[config.mk]
export PLATFORM = sky130hd
export DESIGN_NAME = param_seq_detector
export DESIGN_NICKNAME = d
export VERILOG_FILES = /design/src/rtl/param_seq_detector.sv
export SDC_FILE = /design/constraint.sdc
export NUM_CORES = 1
export LEC_CHECK = 0
export CORE_UTILIZATION = 51
export CTS_BUF_LIST = sky130_fd_sc_hd__clkbuf_8
export DETAILED_ROUTE_END_ITERATION = 12
export MAX_ROUTING_LAYER = met4
export PLACE_DENSITY = 0.87
export SLEW_MARGIN = 15
export SYNTH_ARGS = -nofsm -noshare
export SYNTH_HDL_FRONTEND = slang
export SYNTH_SLANG_ARGS = --single-unit
[constraint.sdc]
create_clock -name clk -period 2.2 [get_ports clk]
set_input_delay 0.55 -clock clk [delete_from_list [all_inputs] [get_ports clk]]
set_output_delay 0.55 -clock clk [all_outputs]
set_load 0.005 [all_outputs]
[src/rtl/param_seq_detector.sv]
`default_nettype none
// ---------------------------------------------------------------------------
// param_seq_detector : parametrised Moore serial-pattern detector with run-time
//   overlap select, sample enable and a saturating match counter.
//   Optional sticky "found" flag enabled by defining SEQDET_STICKY_EN.
// Revision: 1.0
// ---------------------------------------------------------------------------
module param_seq_detector #(
  parameter int                   SEQ_LEN = 5,
  parameter logic [SEQ_LEN-1:0]   PATTERN = 5'b10110,
  parameter int                   CNT_W   = 8
) (
  input  logic             clk,
  input  logic             rst,
  input  logic             en,
  input  logic             din,
  input  logic             ovl,
  input  logic             clr,
  output logic             dout,
  output logic [CNT_W-1:0] match_cnt,
  output logic             found
);

  // Pattern bit i counted from the MSB (the first bit received).
  function automatic logic pat_bit(input int i);
    logic [SEQ_LEN-1:0] t;
    t = PATTERN >> (SEQ_LEN - 1 - i);
    return t[0];
  endfunction

  // Longest prefix of PATTERN that is a suffix of (first k pattern bits, b).
  function automatic int calc_next(input int k, input logic b);
    int   res;
    logic ok;
    logic sbit;
    res = 0;
    for (int j = 1; j <= k + 1; j++) begin
      ok = 1'b1;
      for (int i = 0; i < j; i++) begin
        sbit = ((k + 1 - j + i) < k) ? pat_bit(k + 1 - j + i) : b;
        if (pat_bit(i) != sbit) ok = 1'b0;
      end
      if (ok) res = j;
    end
    return res;
  endfunction

  // Longest proper prefix of PATTERN that is also its suffix.
  function automatic int calc_fail();
    int   res;
    logic ok;
    res = 0;
    for (int j = 1; j < SEQ_LEN; j++) begin
      ok = 1'b1;
      for (int i = 0; i < j; i++) begin
        if (pat_bit(i) != pat_bit(SEQ_LEN - j + i)) ok = 1'b0;
      end
      if (ok) res = j;
    end
    return res;
  endfunction

  localparam int             SW      = $clog2(SEQ_LEN + 1);
  localparam int             NSLOT   = 1 << SW;
  localparam logic [SW-1:0]  S_IDLE  = '0;
  localparam logic [SW-1:0]  S_MATCH = SW'(SEQ_LEN);
  localparam logic [SW-1:0]  S_FAIL  = SW'(calc_fail());
  localparam logic [CNT_W-1:0] CNT_MAX = {CNT_W{1'b1}};

  logic [SW-1:0] state;
  logic [SW-1:0] next_state;
  logic [SW-1:0] base;
  logic [SW-1:0] trans0 [0:NSLOT-1];
  logic [SW-1:0] trans1 [0:NSLOT-1];
  logic          hit;

  // Elaboration-time transition constants; slots past the last partial state are unused.
  for (genvar k = 0; k < NSLOT; k++) begin : g_trans
    if (k < SEQ_LEN) begin : g_live
      assign trans0[k] = SW'(calc_next(k, 1'b0));
      assign trans1[k] = SW'(calc_next(k, 1'b1));
    end else begin : g_pad
      assign trans0[k] = S_IDLE;
      assign trans1[k] = S_IDLE;
    end
  end

  always_ff @(posedge clk or negedge rst) begin
    if (!rst) state <= S_IDLE;
    else      state <= next_state;
  end

  always_comb begin
    base = state;
    if (state == S_MATCH)     base = ovl ? S_FAIL : S_IDLE;
    else if (state > S_MATCH) base = S_IDLE;
    next_state = state;
    if (en) next_state = din ? trans1[base] : trans0[base];
  end

  always_comb begin
    dout = (state == S_MATCH);
  end

  assign hit = (next_state == S_MATCH) && ((state != S_MATCH) || en);

  always_ff @(posedge clk or negedge rst) begin
    if (!rst)                           match_cnt <= '0;
    else if (clr)                       match_cnt <= '0;
    else if (hit && match_cnt != CNT_MAX) match_cnt <= match_cnt + 1'b1;
  end

`ifdef SEQDET_STICKY_EN
  logic found_q;

  always_ff @(posedge clk or negedge rst) begin
    if (!rst)     found_q <= 1'b0;
    else if (clr) found_q <= 1'b0;
    else if (hit) found_q <= 1'b1;
  end

  assign found = found_q;
`else
  assign found = 1'b0;
`endif

endmodule
`default_nettype wire

Word level (Yosys, flattened, before mapping)

Memory sizes are Yosys's and may differ from the RTL's.
Cells that the tools add are included.

Memory bits (read-only): 48
Memories kept: 2
Input port bits: 6
Register bits after elaboration: 11
Logic and storage cells: 27

Order comparisons: 2
Bitwise gates (word level): 1
Reductions and logical operators: 4
Add/subtract/negate cells: 1
Eq/ne operators: 4
Mux-type cells: 11

Memory list:

| name             | words | width | rd ports | clocked after Yosys merged registers in | wr ports | line | source |
|---|---|---|---|---|---|---|---|
| (name not given) | 8     | 3     | 1        | 0                                       | 0        | 98   | `if (en) next_state = din ? trans1[base] : trans0[base];` |
| (name not given) | 8     | 3     | 1        | 0                                       | 0        | 98   |  |

Operator list:

| cell                  | count |
|---|---|
| $mux W3               | 8 |
| $mux W8               | 2 |
| $add A8 B1 Y8 const B | 1 |
| $ne A8 B8 Y1 const B  | 1 |
| $eq A3 B3 Y1 const B  | 2 |
| $ge A4 B4 Y1 const B  | 1 |
| $not A3 Y4            | 1 |
| $gt A3 B3 Y1 const B  | 1 |
| $ne A3 B3 Y1 const B  | 1 |
| $logic_and A1 B1 Y1   | 2 |
| $mux W2               | 1 |
| $reduce_bool A2 Y1    | 1 |
| $logic_or A1 B1 Y1    | 1 |

Longest topological paths before layout

Depth in word-level cells: 14
Gate-level depth with buffers: 6
Mapped depth without buffers: 6

Least setup slack after synthesis

OpenSTA, ideal clock, no wires.

Kind: input to register
From: input en
To: register match_cnt[2]
Cell stages on the path: 6
Buffers on the path: 1
Slack: 0.255 ns
Setup time: 0.120 ns
Data arrival time: 1.825 ns
Required time: 2.080 ns
Cells stage by stage: clkbuf_2 -> nand2_1 -> o32a_4 -> a211oi_4 -> a21oi_1 -> a31o_1

Cells in the longest elaborated chain, start to end: 5
Elaborated cells between the ends (all ways): 6
Classes of those cells: eq/ne (1); mux (1); reduce/logical (4)

Ends and longest elaborated chain:

| element                        | line | source |
|---|---|---|
| start, declared                | 15   | `input logic en,` |
| $mux W3                        | 98   |  |
| $eq A3 B3 Y1                   | 105  | `assign hit = (next_state == S_MATCH) && ((state != S_MATCH) \|\| en);` |
| $logic_and A1 B1 Y1 *          | 105  |  |
| $logic_and A1 B1 Y1 *          | 110  | `else if (hit && match_cnt != CNT_MAX) match_cnt <= match_cnt + 1'b1;` |
| $reduce_bool A2 Y1 (no line) * | n/a  |  |
| end signal, assigned           | 110  |  |
| end, declared                  | 20   | `output logic [CNT_W-1:0] match_cnt,` |

Every way passes the cells marked *; elsewhere a longest branch is shown, timed or not.
A chain may end at the register's enable or synchronous reset.

Final worst setup path

From: register state[0]
To: output dout

Cells in the longest elaborated chain, start to end: 1

Ends and longest elaborated chain:

| element                | line | source |
|---|---|---|
| start, declared        | 70   | `logic [SW-1:0] state;` |
| start signal, assigned | 90   | `else state <= next_state;` |
| $eq A3 B3 Y1           | 102  | `dout = (state == S_MATCH);` |
| end, declared          | 19   | `output logic dout,` |

No other way between the ends.

==> key figures <==
Outcome
  • Outcome: finished clean

Clock tree
  • Clk slew on worst S/H paths: 0.05 ns
  • Cts-stage hold buffer count: 0
  • Clk Latency, worst-skew pair: 0.24 ns
  • CTS HTree Levels: 1
  • CTS Root Cell: clkbuf_8
  • # clock sinks: 11
  • TritonCTS clock tree: built
  • CTS Buffer Depth: 2
  • CTS buffer count: 3

Placement
  • I/O Buffers: 14
  • Placed wire-length estimate: approximately 1100 um
  • Placed instance area: 936 um2
  • Final GP Congestion: 0.770

STA
  • Final Slew Violations: 0
  • RSZ-0062 raised after global routing: no
  • Final period utilization: 92.1%
  • Fin crit period: 2.03 ns
  • Final Hold Vio Count: 0
  • Setup-failing EPs final: 0
  • Peak Freq: roughly 490 MHz
  • Skew final: 0.00541 ns

Routing
  • Initial DRC Count: 6
  • DR DRC count: 0
  • Via density: 5.87
  • WL final: 1550 um
  • Vias: 646
  • Final ANT Viol Nets: 0
  • Drt pass-1 iters: 4
  • Routed WL per cell: about 14 um

Floorplan
  • Die W: 40.2 um
  • Io pins: 16
  • Initial Utilization: between 50% and 60%
  • Die height: ~40 um
  • Die area: between 0.0015 and 0.002 mm2
  • Row count: 13
  • Core area: 0.00133 mm2

Setup path
  • Crit Path Class: reg2out
  • Worst path max stage delay: 0.50 ns
  • RR Startpoint: state[1]
  • Cell depth of the worst flop-to-flop path: 6
  • Crit path max fanout: 9
  • Cell Chain, Critical Path: nand2_1 -> nor2_1 -> clkdlybuf4s50_1
  • Reg2reg setup slack: 0.35 ns
  • Critical Path Start Type: flip-flop
  • RR Endpoint: match_cnt[3]
  • Critical path required time: 1.65 ns
  • Slowest CP cell: clkdlybuf4s50_1
  • Setup crit end kind: primary output
  • WP data arrival: around 1.5 ns

Global route
  • Vias in the first global route: between 500 and 600
  • Largest net degree at the start of global routing: 12
  • Total track usage: roughly a quarter
  • Gr ovfl total: 0
  • Initial antenna violation count: 0
  • First-pass GRT wire length: 2440 um

Pwr
  • Power Total: approximately 700 uW
  • Peak VDD IR: around 0.52 mV
  • Power per cell area: between 700 and 800 mW/mm2
  • Pleak: 0.000403 uW

Cells and area
  • Layout cells sized above 1: 18.9%
  • ANT cells: 0
  • Register area: 275 um2
  • Final nets: between 100 and 150
  • Fin area: 993 um2
  • Multi-input logic area: 422 um2
  • Layout fillers: 103
  • Layout area overhead: 33.7%

Yosys
  • Main synth FF type: dfrtp_1
  • Yosys reg bits: 11
  • Synth cell types: 34
  • Yosys Warn Count: 0
  • Syn avg cell area: 9.91 um2
  • Post-Syn Nets: 82
  • Fraction of registers with async set/reset: 100%
  • Number of synthesized flops with an enable pin: 0
  • Register area share after synthesis: 37.0%
  • Mapped Cells: 75
  • Post-Syn Area: 743 um2

Min path
  • Min-Delay Path Depth: 2
  • Hold wc startpoint: match_cnt[1]
  • Hold endpoint: match_cnt[1]
  • Hold WC Path Type: reg2reg

Job
  • Max-Cap Viols: 0
-- critical path, delay by kind of cell, from the launching register on --
kind,cells,cell delay (ns)
flip-flops,1,0.48
AND/OR/NAND/NOR,2,0.27
buffers and inverters,1,0.50
-- synth_stat cells (2+ instances only) --
library cell	number	share of area (%)
nand3_1	4	2.7
a31o_1	3	3.5
a21oi_1	5	3.4
nor2_1	9	4.5
buf_2	2	1.3
nand2b_1	4	3.4
nand2_1	2	1.0
o21ai_0	3	2.0
inv_1	3	1.5
xnor2_1	3	3.5
nand4_1	3	2.5
clkbuf_2	2	1.3
dfrtp_1	11	37
-- metrics by stage --
step	hold slack [ns]	instances	setup TNS, ns	util, %	worst slack (ns)
after floorplan	0.254	75	0	-	0.255
after global placement	0.572	105	-1.24	70.2	-0.177
after detailed placement	0.587	105	-1.46	70.2	-0.200
after CTS	0.613	109	0	73.5	0.0357
after global routing	0.664	110	0	74.5	0.0656
final	0.601	110	0	74.5	0.174
-- layer usage --
metal | track usage (%) | routed length (um)
met5 | - | 0
met4 | 15.8 | 52
met3 | 4.44 | 69
met2 | 39.5 | 782
met1 | 27.2 | 641
-- worst max-delay path by stage --
| stage | to | cells after the start | slack, ns | startpoint |
|---|---|---|---|---|
| 2_1_floorplan | match_cnt[2] | 6 | 0.26 | en |
| 3_3_place_gp | match_cnt[2] | 6 | -0.18 | din |
| 3_5_place_dp | match_cnt[6] | 6 | -0.20 | din |
| 4_1_cts | match_cnt[6] | 6 | 0.04 | din |
| 5_1_grt | dout | 3 | 0.07 | state[0] |
| 6_report | dout | 3 | 0.17 | state[0] |
-- registers in the layout (all words and copies together) (netlist names) --
name,cells
match_cnt,8
state,3
-- cell usage in the layout (no fill, tap or decap), drive strengths merged, types with 4 or more instances in the layout --
| cell type | netlist | routed |
|---|---|---|
| clkdlybuf4s50 | 0 | 12 |
| inv | 4 | 5 |
| nand2b | 4 | 4 |
| nand3 | 4 | 4 |
| buf | 3 | 8 |
| dfrtp | 11 | 11 |
| a21oi | 5 | 5 |
| nor2 | 9 | 9 |
-- logic make-up (layout without fill, tap and decap cells) --
family          after synthesis  in the layout  share of synthesized area, %
compound gates               23             23                          32.5
xor+xnor                      3              3                          3.54
simple gates                 25             25                          17.2
other cells                   1              1                         0.505
buf+inv                      10             30                          6.23
mux                           1              1                          1.35
flops                        11             11                          37.0
fa+ha+maj                     1              1                          1.68
-- area by class of cell --
class / instances / area share [%]
Multi-Input combinational cell: 54 / 42.4
Sequential cell: 11 / 27.7
Clock inverter: 1 / 0.378
Clock buffer: 3 / 4.16
Timing Repair Buffer: 22 / 21.9
Tap cell: 15 / 1.89
Inverter: 4 / 1.51
-- where the power goes --
group	internal, uW	switching (uW)	leakage [uW]
combinational	112	106	0.000226
clock	123	76.6	0.0000269
sequential	227	55.0	0.000150
total	461	238	0.000403
-- repair_timing --
action | in CTS | in global routing
resized for setup | 0 | 2
buffers inserted | 0 | 1
endpoints found under the setup margin | 0 | 8
Note: power is estimated with default switching activity, not from simulation.
